## config.mk

```make
export PLATFORM = sky130hd
export DESIGN_NAME = regfile_32
export DESIGN_NICKNAME = d
export VERILOG_FILES = /design/src/rtl/regfile_32.sv
export SDC_FILE = /design/constraint.sdc
export NUM_CORES = 2
export LEC_CHECK = 0
export BUFFER_PORTS_ARGS = -buffer_cell sky130_fd_sc_hd__buf_2
export CAP_MARGIN = 40
export CORE_MARGIN = 2
export CORE_UTILIZATION = 35
export CTS_BUF_LIST = sky130_fd_sc_hd__clkbuf_2
export DETAILED_ROUTE_END_ITERATION = 8
export PLACE_DENSITY_LB_ADDON = 0.25
export RECOVER_POWER = 50
export SYNTH_ARGS = -nofsm -noshare
export SYNTH_HDL_FRONTEND = slang
export SYNTH_SLANG_ARGS = --single-unit
```

## constraint.sdc

```tcl
create_clock -name clk -period 2.3 [get_ports clk]
set_clock_uncertainty 0.1 [all_clocks]
set_input_delay 0.23 -clock clk [delete_from_list [all_inputs] [get_ports clk]]
set_output_delay 0.23 -clock clk [all_outputs]
set_load 0.02 [all_outputs]
```

## src/rtl/regfile_32.sv

```systemverilog
// rtl/regfile_32.sv - 32-entry register file with two combinational read ports and busy-bit scoreboard
// Writes land at the clock edge; reads are mux slices over the stored bits plus optional WB forwarding.
module regfile_32 #(
  parameter int WIDTH    = 64,
  parameter int ZERO_REG = 31,
  parameter int BYPASS   = 1
) (
  input  logic             clk,
  input  logic             reset_n,
  input  logic [4:0]       rd_addr_a,
  input  logic [4:0]       rd_addr_b,
  output logic [WIDTH-1:0] rd_data_a,
  output logic [WIDTH-1:0] rd_data_b,
  input  logic             wr_en,
  input  logic [4:0]       wr_addr,
  input  logic [WIDTH-1:0] wr_data,
  input  logic             rsv_en,
  input  logic [4:0]       rsv_addr,
  output logic             busy_a,
  output logic             busy_b,
  output logic [31:0]      busy_vec
);

  localparam logic [4:0] ZIDX   = 5'(ZERO_REG);
  localparam bit         BYP_EN = (BYPASS != 0);

  logic [WIDTH-1:0] regs [32];
  logic [31:0]      busy_q;
  logic [31:0]      busy_d;
  logic [WIDTH-1:0] stored_a;
  logic [WIDTH-1:0] stored_b;
  logic             wr_live;
  logic             rsv_live;
  logic             fwd_a;
  logic             fwd_b;

  assign wr_live  = wr_en && (wr_addr != ZIDX);
  assign rsv_live = rsv_en && (rsv_addr != ZIDX);

  always_ff @(posedge clk or negedge reset_n) begin
    if (!reset_n) begin
      for (int i = 0; i < 32; i++) regs[i] <= '0;
      busy_q <= '0;
    end else begin
      if (wr_live) regs[wr_addr] <= wr_data;
      busy_q <= busy_d;
    end
  end

  // Set is applied after clear so a fresh reservation beats a retiring writer.
  always_comb begin
    busy_d = busy_q;
    if (wr_live)  busy_d[wr_addr]  = 1'b0;
    if (rsv_live) busy_d[rsv_addr] = 1'b1;
    busy_d[ZIDX] = 1'b0;
  end

  for (genvar k = 0; k < WIDTH; k++) begin : g_slice
    logic [31:0] col;
    for (genvar j = 0; j < 32; j++) begin : g_col
      assign col[j] = regs[j][k];
    end
    assign stored_a[k] = col[rd_addr_a];
    assign stored_b[k] = col[rd_addr_b];
  end

  assign fwd_a = BYP_EN && wr_live && (wr_addr == rd_addr_a);
  assign fwd_b = BYP_EN && wr_live && (wr_addr == rd_addr_b);

  assign rd_data_a = (rd_addr_a == ZIDX) ? '0 : (fwd_a ? wr_data : stored_a);
  assign rd_data_b = (rd_addr_b == ZIDX) ? '0 : (fwd_b ? wr_data : stored_b);

  assign busy_a   = (rd_addr_a != ZIDX) && busy_q[rd_addr_a] && !fwd_a;
  assign busy_b   = (rd_addr_b != ZIDX) && busy_q[rd_addr_b] && !fwd_b;
  assign busy_vec = busy_q;

endmodule

```

==> impl_metrics.csv <==
group,metric,value,unit
yosys,ys_seq_elements,2079,
placed_design,gp_congestion,0.880,
clock_tree,cts_buffers,582,
global_routing,grt_antenna_before_repair,28,
clock_tree,tritoncts,"built",
sta,hold-worst-slack,0.0230,ns
floorplanning,die_h,566,µm
cells_and_area,drive_gt1_share,62.3,%
worst_setup_path,max_stage_delay,0.55,ns
route,drtPass1Iterations,6,
pwr,pwr-share-clk,26.7,%
yosys,syn_inst,7385,
floorplanning,num_rows,206,
worst_setup_path,crit_path_top_delay_cell,"mux4_2",
pwr,powerDensity,765,mW/mm²
cells_and_area,fin_nets,8926,
sta,finalSetupViolCount,2749,
floorplanning,start_util,35.1,%
worst_setup_path,cp_cell_sequence,"mux4_2 > mux2_2 > o211ai_1 > a21oi_4 > buf_6",
clock_tree,cts_max_level,6,
floorplanning,io_pins,250,
sta,period_needed,4.08,ns
worst_setup_path,crit_fanout,3,
clock_tree,root_buffer,"clkbuf_2",
sta,rsz0062_at_grt,"yes",
status,outcome,"complete, but fails checks",
cells_and_area,nFillCells,28700,
worst_setup_path,worst_setup_path_end_kind,"primary output",
sta,relSlewSlack,1.29,%
sta,hold_viol,0,
pwr,p_int,71400,µW
yosys,syn_nets,7473,
placed_design,dp.final_hpwl,299000,µm
floorplanning,die_area,0.320,mm²
route,routed-via-count,80700,
global_routing,grt_max_degree,96,
status,violations,"negative setup slack",
placed_design,pre_cts_slack,-0.820,ns
placed_design,portBuffers,248,
sta,tightest_slew,1.48,ns
route,drc,0,
clock_tree,clockBufferDepth,4,
global_routing,grt_pass1_vias,84600,
sta,period_share,177,%
yosys,synthArstFlopShare,100,%
clock_tree,insertion_delay,1.87,ns
global_routing,gr-total-overflow,0,
worst_setup_path,arrival,3.75,ns
yosys,yosysUniqueCellTypes,67,
global_routing,grt_usage,27.9,%
run,drv_cap,0,
worst_hold_path,hp-class,"input pin to flip-flop",
yosys,syn_area_per_cell,14.9,µm²
route,viasPerCell,6.00,
pwr,p_sw,34500,µW
global_routing,grt_pass1_wl,640000,µm
clock_tree,cts_num_sinks,2079,
route,drtIter0Drc,7683,
pwr,pwr-share-comb,27.2,%
route,drt-total-wl,450000,µm
route,antenna_left,0,
yosys,seq_area_frac_synth,47.1,%
worst_setup_path,worstPathRequired,1.97,ns
sta,slew_viol_final,0,
yosys,netlist_area,0.110,mm²
sta,fmax,245,MHz
floorplanning,core,0.314,mm²
worst_setup_path,crit_family,"multiplexers",
route,routedWlPerCell,33.5,µm
sta,worst_slack,-1.78,ns
yosys,yosysWarnings,0,
yosys,ys.flop_type,"dfrtp_1",
yosys,synth_edf_count,0,
worst_setup_path,worstSetupStartpointType,"flip-flop",
pwr,peakVddDrop,0.437,mV
pwr,seq_power_share,46.1,%
pwr,swShare,32.6,%
worst_setup_path,criticalPathCategory,"flip-flop to primary output",
clock_tree,clkTransAtPathRegs,0.10,ns
pwr,power_leakage,0.0610,µW
floorplanning,fp.dieW,566,µm
worst_setup_path,worst-path-buf-inv,1,
cells_and_area,syn_to_final_growth,25.4,%
pwr,total_power,106000,µW
-- power groups by stage --
stage | logic, µW | registers (µW) | clock network, µW
floorplan | 16700 | 47500 | 0
global placement | 24400 | 48900 | 0
detailed placement | 24900 | 49400 | 0
CTS | 28100 | 48600 | 29000
global route | 30300 | 49700 | 30900
finish | 28800 | 48800 | 28300
-- worst reg2reg max path, stage by stage (launching register included) --
cell and delay [ns]:
dfrtp_1 0.41, buf_6 0.13, buf_6 0.11, buf_4 0.12, o21ai_0 0.06, o21ai_0 0.11, dlygate4sd3_1 0.59
-- flip-flops by register name, indices dropped and copies added, names as in the netlist --
| register | cells |
|---|---|
| g_slice.col | 2048 |
| busy_vec | 31 |
-- logic make-up (layout without fill, tap and decap cells) --
| family | Yosys count | in the layout | share of synthesized area [%] |
|---|---|---|---|
| AND/OR/NAND/NOR | 410 | 410 | 1.94 |
| other | 1 | 17 | 0.00340 |
| multiplexers | 3209 | 3209 | 41.6 |
| XOR/XNOR | 10 | 10 | 0.0794 |
| flip-flops | 2079 | 2079 | 47.1 |
| buffers and inverters | 877 | 2750 | 4.17 |
| AO/OA/AOI/OAI | 799 | 799 | 5.04 |
-- what timing repair did --
item / CTS / global route
endpoints found under the hold margin: 4094 / 95
buffers inserted: 106 / 32
gates resized for setup: 850 / 192
pin swaps: 286 / 131
endpoints found under the setup margin: 161 / 601
hold buffers: 223 / 25
-- cells in the final DEF (no fill, tap or decap), drive strengths merged, types with 8 or more instances in the layout --
cell         instances
o22ai              266
a211oi              17
a221oi              42
inv                 23
a21oi               82
bufinv              11
xnor2               10
mux2i              282
nor4                63
o21ai               53
nor2b               18
mux2              2025
nand3b              10
clkinv              90
a41oi               12
buf               1386
dlygate4sd3        242
diode               16
a31oi               44
dfrtp             2079
a22o               131
nand3               36
clkbuf             990
a22oi              107
nor2                90
nor3                15
nand2b               8
o221ai              10
nand2              129
a32o                12
mux4               902
-- through the flow --
step | setup TNS (ns) | utilization (%) | instance area (µm²) | std cells
2_1_floorplan | 0 | - | 110000 | 7385
3_3_place_gp | -209.50 | 40.0 | 126000 | 12100
3_5_place_dp | -127.64 | 40.0 | 126000 | 12100
4_1_cts | -242.23 | 43.8 | 138000 | 13300
5_1_grt | -860.60 | 44.0 | 138000 | 13400
6_report | -731.04 | 44.0 | 138000 | 13400
-- layout make-up --
cell class | instances | area, µm² | share of cell area, %
Clock buffer | 882 | 4410 | 3.19
Clock inverter | 122 | 820 | 0.592
Multi-Input combinational cell | 4429 | 57900 | 41.9
Timing Repair Buffer | 1738 | 18000 | 13.0
Antenna cell | 16 | 40.0 | 0.0289
Tap cell | 4160 | 5200 | 3.76
Inverter | 8 | 30.0 | 0.0217
Sequential cell | 2079 | 52000 | 37.6
-- cells in the mapped netlist (3+ instances only) --
library cell | instances | area (µm²)
mux2i_1 | 282 | 2820
a41oi_1 | 12 | 105
o21ai_1 | 6 | 30.0
o22ai_1 | 266 | 1660
nor3_2 | 4 | 40.0
o221ai_1 | 10 | 87.6
dfrtp_1 | 2079 | 52000
nand3b_1 | 7 | 52.6
nor3_1 | 11 | 55.1
a31oi_1 | 44 | 275
or3_1 | 4 | 25.0
nand4_1 | 7 | 43.8
mux2_2 | 1951 | 22000
a22o_1 | 131 | 1150
o21ai_0 | 47 | 235
and3b_1 | 3 | 26.3
nand2_1 | 129 | 484
nand2b_1 | 8 | 50.1
clkbuf_1 | 396 | 1490
a32oi_1 | 3 | 26.3
a22oi_1 | 107 | 803
mux2_1 | 74 | 833
and3_1 | 7 | 43.8
buf_6 | 47 | 529
a2111oi_0 | 3 | 26.3
buf_1 | 7 | 26.3
or3b_2 | 3 | 26.3
mux4_2 | 902 | 20300
nor3b_1 | 5 | 37.5
nor4_1 | 63 | 394
inv_1 | 6 | 22.5
nor2_4 | 9 | 101
buf_2 | 268 | 1340
a221oi_1 | 42 | 368
nor2b_1 | 18 | 113
nor2_1 | 74 | 278
a32o_1 | 12 | 120
o31ai_1 | 6 | 45.0
buf_8 | 6 | 90.1
buf_4 | 142 | 1070
xnor2_1 | 10 | 87.6
a21oi_1 | 82 | 410
a211oi_1 | 17 | 128
nor2_2 | 7 | 43.8
nand3_1 | 35 | 175
-- layer usage --
| metal | wire [µm] | GRT usage [%] | vias up |
|---|---|---|---|
| met5 | 148 | 0 | - |
| li1 | - | - | 32100 |
| met3 | 34900 | 6.17 | 1099 |
| met1 | 183000 | 36.7 | 43500 |
| met2 | 209000 | 44.0 | 3898 |
| met4 | 23300 | 12.7 | 22 |
-- final timing paths --
path                                            startpoint  slack, ns                         endpoint  cells after the start
max in group asynchronous                          reset_n      -0.51  g_slice[25].col[18]$_DFFE_PN0P_                      8
max                                  busy_vec[2]$_DFF_PN0_      -1.78                           busy_b                      5
min reg2reg                g_slice[19].col[31]$_DFFE_PN0P_       0.30  g_slice[19].col[31]$_DFFE_PN0P_                      0
min                                             wr_data[0]       0.02    g_slice[0].col[7]$_DFFE_PN0P_                      5
max reg2reg                         busy_vec[27]$_DFF_PN0_       0.56           busy_vec[27]$_DFF_PN0_                      6
min in group asynchronous                          reset_n       1.02  g_slice[45].col[19]$_DFFE_PN0P_                      6
No activity file was read; power rests on OpenSTA's default activity.
